## config.mk

```make
export PLATFORM = sky130hd
export DESIGN_NAME = alu_seq_div
export DESIGN_NICKNAME = d
export VERILOG_FILES = /design/src/rtl/alu_seq_div.sv
export SDC_FILE = /design/constraint.sdc
export NUM_CORES = 1
export LEC_CHECK = 0
export ABC_AREA = 1
export BUFFER_PORTS_ARGS = -buffer_cell sky130_fd_sc_hd__buf_2
export CORE_MARGIN = 10
export CORE_UTILIZATION = 53
export DETAILED_ROUTE_END_ITERATION = 16
export PLACE_DENSITY = 0.77
export SLEW_MARGIN = 20
export SYNTH_ARGS = -nofsm -noshare
export SYNTH_HDL_FRONTEND = slang
export SYNTH_SLANG_ARGS = --single-unit
```

## constraint.sdc

```tcl
create_clock -name clk -period 2.5 [get_ports clk]
set_clock_uncertainty 0.2 [all_clocks]
set_input_delay 0.25 -clock clk [delete_from_list [all_inputs] [get_ports clk]]
set_output_delay 0.25 -clock clk [all_outputs]
set_load 0.02 [all_outputs]
```

## src/rtl/alu_seq_div.sv

```systemverilog
// alu_seq_div: multicycle unsigned divider (restoring shift-and-subtract).
// One quotient bit is resolved per clock while busy; results are presented
// with a one-cycle done pulse and held until the next accepted start.
// Divide by zero skips iteration and returns all-ones / dividend with a flag.

module alu_seq_div #(
   parameter int WIDTH = 32
) (
   input  logic             clk,
   input  logic             rst,
   input  logic             start,
   input  logic [WIDTH-1:0] dividend,
   input  logic [WIDTH-1:0] divisor,
   output logic             busy,
   output logic             done,
   output logic [WIDTH-1:0] quotient,
   output logic [WIDTH-1:0] remainder,
   output logic             div_by_zero
);

   localparam int CNT_W = (WIDTH > 2) ? $clog2(WIDTH) : 1;
   localparam logic [CNT_W-1:0] LAST_STEP = CNT_W'(WIDTH - 1);

   localparam logic [1:0] S_IDLE = 2'd0;
   localparam logic [1:0] S_RUN  = 2'd1;
   localparam logic [1:0] S_DONE = 2'd2;

   logic [1:0]       state_q;
   logic [CNT_W-1:0] cnt_q;
   logic [WIDTH-1:0] dvsr_q;
   logic [WIDTH-1:0] q_q;
   // Settled partial remainder. After each restoring step it is strictly
   // below the divisor, so its top bit (bit WIDTH of the WIDTH+1-bit R) is
   // always zero and only the low WIDTH bits are stored.
   logic [WIDTH-1:0] r_q;

   logic [WIDTH:0]   r_shift;
   logic [WIDTH:0]   r_trial;
   logic [WIDTH-1:0] q_step;
   logic [WIDTH-1:0] r_step;

   // One restoring step: shift {R,Q} left, trial-subtract the divisor,
   // keep the difference and set the quotient bit when it did not borrow.
   always_comb begin
      // NOTE: every always_comb output gets a default first so no path can
      // leave it unassigned and infer a latch.
      q_step  = {q_q[WIDTH-2:0], 1'b0};
      r_shift = {r_q, q_q[WIDTH-1]};
      r_trial = r_shift - {1'b0, dvsr_q};
      r_step  = r_shift[WIDTH-1:0];
      if (!r_trial[WIDTH]) begin
         r_step    = r_trial[WIDTH-1:0];
         q_step[0] = 1'b1;
      end
   end

   // Control FSM, datapath registers and held result registers.
   always_ff @(posedge clk) begin
      // NOTE: sequential state uses non-blocking assignments so every
      // register samples pre-edge values regardless of statement order.
      if (rst) begin
         state_q     <= S_IDLE;
         cnt_q       <= '0;
         dvsr_q      <= '0;
         q_q         <= '0;
         r_q         <= '0;
         quotient    <= '0;
         remainder   <= '0;
         div_by_zero <= 1'b0;
      end else begin
         case (state_q)
            S_IDLE, S_DONE: begin
               if (start) begin
                  if (divisor != '0) begin
                     dvsr_q      <= divisor;
                     q_q         <= dividend;
                     r_q         <= '0;
                     cnt_q       <= '0;
                     div_by_zero <= 1'b0;
                     state_q     <= S_RUN;
                  end else begin
                     quotient    <= '1;
                     remainder   <= dividend;
                     div_by_zero <= 1'b1;
                     state_q     <= S_DONE;
                  end
               end else begin
                  state_q <= S_IDLE;
               end
            end
            S_RUN: begin
               q_q   <= q_step;
               r_q   <= r_step;
               cnt_q <= cnt_q + CNT_W'(1);
               if (cnt_q == LAST_STEP) begin
                  quotient  <= q_step;
                  remainder <= r_step;
                  state_q   <= S_DONE;
               end
            end
            default: state_q <= S_IDLE;
         endcase
      end
   end

   // Status outputs decode the state register only; no input reaches them.
   always_comb begin
      busy = (state_q == S_RUN);
      done = (state_q == S_DONE);
   end

endmodule

```

==> reports/results.tsv, run 1 <==
metric	value	unit
netlist_area	0.0101	mm2
ys.flop_type	dfxtp_1	
pre_cts_ws	-0.0550	ns
synth_edf_count	0	
io_pins	134	
clkPwrFrac	28.0	%
startpoint_type	flip-flop	
final_max_slew_viol_count	0	
maxCapViolCount	0	
timing.hold.ws	0.0725	ns
clockBufferDepth	2	
grt_pass1_wl	50200	um
antenna_found_initial	1	
min_path_type	in2reg	
period_minus_slack	2.67	ns
crit_fanout	6	
die-width	158	um
yosysSeqAreaShare	33.4	%
grt_setup_unrepaired	true	
netlist_top_cells_count	441 x nand2_1, 253 x nor2_1, 248 x inv_1, 168 x dfxtp_1, 148 x nand3_1	
grt_remaining_overflow	0	
clk_pin_slew	0.07	ns
setup_violations	66	
drive_above_1_share	21.9	%
critPathArrivalTime	2.85	ns
critPathRequiredTime	2.69	ns
p_per_area	728	mW/mm2
async_flop_share	0	%
cts.sinks	168	
multi_input_area	0.00615	mm2
max-slew-margin-rel	56.8	%
synth_area_leaders	dfxtp_1 33%, nand2_1 16%, nor2_1 9.4%	
violations	negative setup slack	
dp_hpwl	22300	um
n_fill_cell	1416	
via_per_inst	5.27	
post_drt_wl_per_cell	15.7	um
initial_core_util	53.8	%
track_usage	24.8	%
p_leak	6.95	nW
synth_top_area_cell	dfxtp_1	
critical_path_class	reg2reg	
setup_tns	-5.41	ns
htreeDepth	4	
switchingPower	0.00393	W
finalWorstSetupSlack	-0.165	ns
nNetsFinal	1955	
num_vias	11100	
synth_top_area_share	33.4	%
p_int	0.00596	W
register_area	0.00337	mm2
cts_tree	yes	
postSynthAreaPerCell	6.19	um2
drc_errors	0	
grt_pass1_vias	10200	
area_delta_synth_final	35.1	%
dieHeight	158	um
fin_crit_sh	107	%
antenna_left	0	
synth_nets	1728	
core_area	0.0187	mm2
critical_path.endpoint_type	flip-flop	
comb_power_share	40.8	%
p_sw_share	39.8	%
rows	50	
wl	32900	um
ys_types	35	
yosysMostFrequentCell	nand2_1	
root_buffer	clkbuf_16	
p_seq_share	31.2	%
ir_drop	0.606	mV
io_buffers	133	
finalHoldViolCount	0	
first_iter_violations	963	
status	complete, but fails checks	
numCtsBuffers	17	
yosys_warnings	0	
worst_pin_slew	0.649	ns
power.total	0.00989	W
syn_inst	1626	
max_freq	0.375	GHz
synth-seq-cells	168	
dr.pass1.iters	5	
grt_max_degree	104	
clock_latency	0.44	ns
die_area	0.0249	mm2
gp_congestion	0.992	
-- power by group through the flow --
stage	sequential [W]	combinational (W)	clock, W
after floorplan	0.00315	0.00213	0
after global placement	0.00312	0.00319	0
after detailed placement	0.00313	0.00324	0
after CTS	0.00307	0.00342	0.00278
after global routing	0.00311	0.00443	0.00290
final	0.00309	0.00404	0.00277
-- per-stage QoR --
| stage | std cells | utilization, % | area [um2] |
|---|---|---|---|
| finish | 2102 | 72.7 | 13600 |
| global route | 2101 | 72.7 | 13600 |
| CTS | 2092 | 68.1 | 12700 |
| detailed placement | 1994 | 61.0 | 11400 |
| global placement | 1994 | 61.0 | 11400 |
| floorplan | 1626 | - | 10100 |
-- cell families (layout without fill, tap and decap cells) --
logic type	Yosys count	after routing	share of synthesized area, %
DFF	168	168	33.4
other	0	2	0
and+or+nand+nor	885	885	36.4
AOI/OAI and AO/OA	190	190	11.5
buffers and inverters	333	573	12.9
xor gates and xnor gates	15	15	1.31
adders and majority gates	35	35	4.43
-- final timing paths --
path | start | to | slack [ns] | cells past startpoint
worst max-delay path | q_q[31] | r_q[18] | -0.17 | 19
worst min-delay path | rst | state_q[1] | 0.07 | 2
worst max register to register | q_q[31] | r_q[18] | -0.17 | 19
worst min register to register | quotient[8] | quotient[8] | 0.26 | 2
-- flip-flops by register name, summed over array words and instances (netlist names) --
| signal | flops |
|---|---|
| r_q | 32 |
| quotient | 32 |
| q_q | 32 |
| cnt_q | 5 |
| div_by_zero | 1 |
| dvsr_q | 32 |
| state_q | 2 |
| remainder | 32 |
-- critical path: stages (launching register included) --
cell	delay [ns]
dfxtp_2	0.35
inv_2	0.06
ha_4	0.16
fa_2	0.36
inv_2	0.07
nand2_1	0.06
nand2_1	0.09
nand3_1	0.07
nand2_1	0.10
nand2_1	0.08
nand2_2	0.10
nand2_4	0.08
nand2_4	0.10
nand2_4	0.07
nand2_8	0.13
buf_6	0.14
nand3_1	0.11
nand3_1	0.16
nand2_1	0.07
inv_1	0.05
-- layout by cell type (no fill, tap or decap), types with 2 or more instances in the layout --
master / n
nor3_1: 4
nand2_2: 9
ha_1: 28
nand2_1: 434
clkbuf_16: 21
a311oi_1: 31
inv_1: 244
inv_6: 5
nand3_4: 14
and2_1: 3
inv_8: 4
a21oi_2: 2
dfxtp_1: 166
nor2_1: 252
nand4_1: 8
nand2_8: 2
clkinv_8: 3
o21ai_0: 32
nor2_4: 2
buf_2: 132
ha_4: 5
buf_8: 2
dfxtp_2: 2
a21o_1: 2
nand2_4: 5
a211oi_1: 31
inv_2: 10
dlygate4sd3_1: 65
diode_2: 2
xor2_1: 14
nor2_2: 5
nand3_1: 50
buf_4: 73
nand3_2: 94
a21oi_1: 87
buf_12: 9
-- timing repair --
| action | CTS | global route |
|---|---|---|
| gates cloned | 1 | 5 |
| endpoints found under the setup margin | 47 | 124 |
| pin swaps | 7 | 60 |
| setup buffers | 0 | 3 |
| hold buffers | 65 | 0 |
| gates resized for setup | 11 | 136 |
| hold endpoints to repair | 89 | 0 |
-- layer usage --
layer  up-vias  wire (um)  global-route usage, %
met2       399      16700                   44.1
met4         0       1080                   9.75
met1      5039      13300                   29.2
li1       5580          -                      -
met5         -          0                      0
met3        68       1920                   3.58
-- area by class of cell --
type	instances	share of cell area, %
Timing Repair Buffer	287	16.2
Clock buffer	18	3.23
Multi-Input combinational cell	1125	45.3
Sequential cell	168	24.8
Antenna cell	2	0.0368
Inverter	254	7.01
Clock inverter	14	1.29
Tap cell	234	2.15
Power figures use the tool's default switching activity.
==> run 2: changes to the inputs <==
CELL_PAD_IN_SITES_DETAIL_PLACEMENT = 1   (was not set)
CELL_PAD_IN_SITES_GLOBAL_PLACEMENT = 2   (was not set)
CORE_UTILIZATION = 28   (was 53)
PLACE_DENSITY = not set   (was 0.77)
PLACE_DENSITY_LB_ADDON = 0.1   (was not set)
RECOVER_POWER = 25   (was not set)
==> run 2 against run 1 <==
  * The run still ends with negative setup slack left
  * Sequential cell count unchanged
  * Die area up 76%
  * Final cell count up 15%
  * Register-to-register slack better by 0.16 ns
  * Via count up 0.77%
  * Sequential share of layout area down 2.4 points
  * Non-clock buffer count up 88
  * Global-route usage down 6.5 points
  * Critical path depth unchanged
  * Sequential power about the same
  * Largest cell class unchanged
==> reports/results.tsv, run 2 (same netlist as run 1, synthesis figures left out) <==
metric	value	unit	change
status	complete, but fails checks		
violations	negative setup slack		
die-width	210	um	+33%
dp_hpwl	30400	um	+36%
die_area	0.0439	mm2	+76%
finalWorstSetupSlack	-0.00987	ns	+0.155 ns
gp_congestion	0.827		-17%
io_buffers	133		unchanged
htreeDepth	4		unchanged
startpoint_type	flip-flop		
wl	41200	um	+25%
path_cells	inv_2 -> ha_4 -> fa_2 -> inv_2 -> nand2_2 -> nand2_2 -> nand3_2 -> nand2_2 -> nand2_2 -> nand2_4 -> nand2_4 -> nand2_4 -> nand2_4 -> nand2_8 -> clkbuf_16 -> nand3_1 -> nand3_1 -> nand2_1 -> inv_1		
max_freq	0.398	GHz	+6.2%
worst_pin_slew	0.722	ns	+0.0734 ns
final_common_cell	nand2_1		
fin_crit_sh	100	%	-6.2 points
power.total	0.0110	W	+11%
critPathRequiredTime	2.71	ns	+0.02 ns
fin_util	42.5	%	-30 points
crit_fanout	6		unchanged
clk_pin_slew	0.07	ns	about the same
critical_path.startpoint	q_q[31]		
rows	69		+38%
ir_drop	0.614	mV	+1.3%
critPathMaxStageDelay	0.36	ns	about the same
grt_setup_unrepaired	true		
grt_pass1_wl	64000	um	+28%
r2r_slack	-0.01	ns	+0.16 ns
drc_errors	0		unchanged
cts.sinks	168		unchanged
track_usage	18.3	%	-6.5 points
grt_pass1_vias	11600		+13%
dr.pass1.iters	4		-1
diodes	0		-2
crit_path_end	r_q[5]		
nNetsFinal	2043		+4.5%
critical_path.slowest_cell	fa_2		
hold_depth	4		+2
via_per_inst	4.63		-12%
critPathArrivalTime	2.72	ns	-0.13 ns
period_minus_slack	2.51	ns	-0.155 ns
clockBufferDepth	2		unchanged
setup_violations	1		-98%
antenna_found_initial	0		-1
num_vias	11200		+0.77%
initial_core_util	28.4	%	-25 points
worstRegToRegCells	19		unchanged
maxCapViolCount	0		unchanged
p_leak	7.29	nW	+4.9%
grt_remaining_overflow	0		unchanged
place_area	0.0124	mm2	+8.3%
numCtsBuffers	17		unchanged
layout_common_cells	406 x nand2_1, 241 x inv_1, 239 x nor2_1, 156 x dfxtp_1, 156 x buf_4		
antenna_left	0		unchanged
critical_path.endpoint_type	flip-flop		
critical_path_class	reg2reg		
area_delta_synth_final	49.8	%	
clock_latency	0.46	ns	+0.02 ns
post_drt_wl_per_cell	17.1	um	+9.0%
core_area	0.0355	mm2	+90%
io_pins	134		unchanged
stdcell_area	0.0151	mm2	+11%
drive_above_1_share	27.6	%	+5.7 points
r2r-end	r_q[5]		
min_path_type	in2reg		
cts_tree	yes		
r2r-start	q_q[31]		
dieHeight	210	um	+33%
final_max_slew_viol_count	0		unchanged
max-slew-margin-rel	51.9	%	-4.9 points
grt_max_degree	104		unchanged
p_per_area	730	mW/mm2	+0.25%
finalHoldViolCount	0		unchanged
root_buffer	clkbuf_16		
first_iter_violations	381		-60%
==> run 2: routing by layer <==
| layer | global-route usage [%] | vias up | part of all wire [%] |
|---|---|---|---|
| li1 | - | 5736 | - |
| met1 | 22.3 | 5303 | 46 |
| met2 | 32.3 | 107 | 51 |
| met3 | 2.94 | 25 | 2.5 |
| met4 | 5.11 | 0 | 1.4 |
| met5 | 0 | - | 0 |
==> run 2: power by group <==
group / switching [W] / internal [W] / leakage, nW
Sequential: 0.000187 / 0.00291 / 1.39
Clock: 0.00127 / 0.00184 / 0.325
Combinational: 0.00281 / 0.00200 / 5.58
Total: 0.00426 / 0.00675 / 7.29
==> run 2: worst max-delay path: cells and delay by family, from the launching register on <==
kind | cells | cell delay [ns]
fa+ha+maj | 2 | 0.51
buf+inv | 4 | 0.33
flops | 1 | 0.34
simple gates | 13 | 1.08
==> run 2: worst min-delay path by stage <==
stage,from,endpoint,slack [ns]
floorplan,divisor[0],dvsr_q[0],0.19
global placement,quotient[11],quotient[11],0.25
detailed placement,quotient[2],quotient[2],0.26
CTS,divisor[31],dvsr_q[31],0.01
global route,divisor[31],dvsr_q[31],0.05
finish,divisor[31],dvsr_q[31],0.05
==> run 2: stage by stage <==
stage / setup WS [ns] / hold slack, ns / setup TNS, ns / std cells
floorplan: 0.136 / 0.193 / 0 / 1626
global placement: -0.0601 / 0.253 / -0.402 / 2300
detailed placement: -0.104 / 0.256 / -3.13 / 2300
CTS: -0.0478 / 0.00979 / -0.632 / 2410
global route: -0.147 / 0.0540 / -6.43 / 2415
finish: -0.00987 / 0.0456 / -0.00987 / 2415
==> run 2: layout make-up <==
| type | instances | area [um2] |
|---|---|---|
| fillers | 4481 | 20400 |
| multi-input cells | 1125 | 6630 |
| flip-flops and latches | 168 | 3380 |
| repair buffers | 375 | 2880 |
| inverters | 254 | 953 |
| well taps | 461 | 577 |
| clock buffers | 19 | 453 |
| clock inverters | 13 | 211 |
==> run 2: repair_timing <==
| action | 4_1_cts | 5_1_grt |
|---|---|---|
| endpoints found under the hold margin | 107 | 0 |
| resized for setup | 60 | 189 |
| cloned | 2 | 3 |
| hold buffers | 65 | 0 |
| buffers inserted | 11 | 4 |
| pin swaps | 12 | 72 |
| setup endpoints to repair | 65 | 66 |
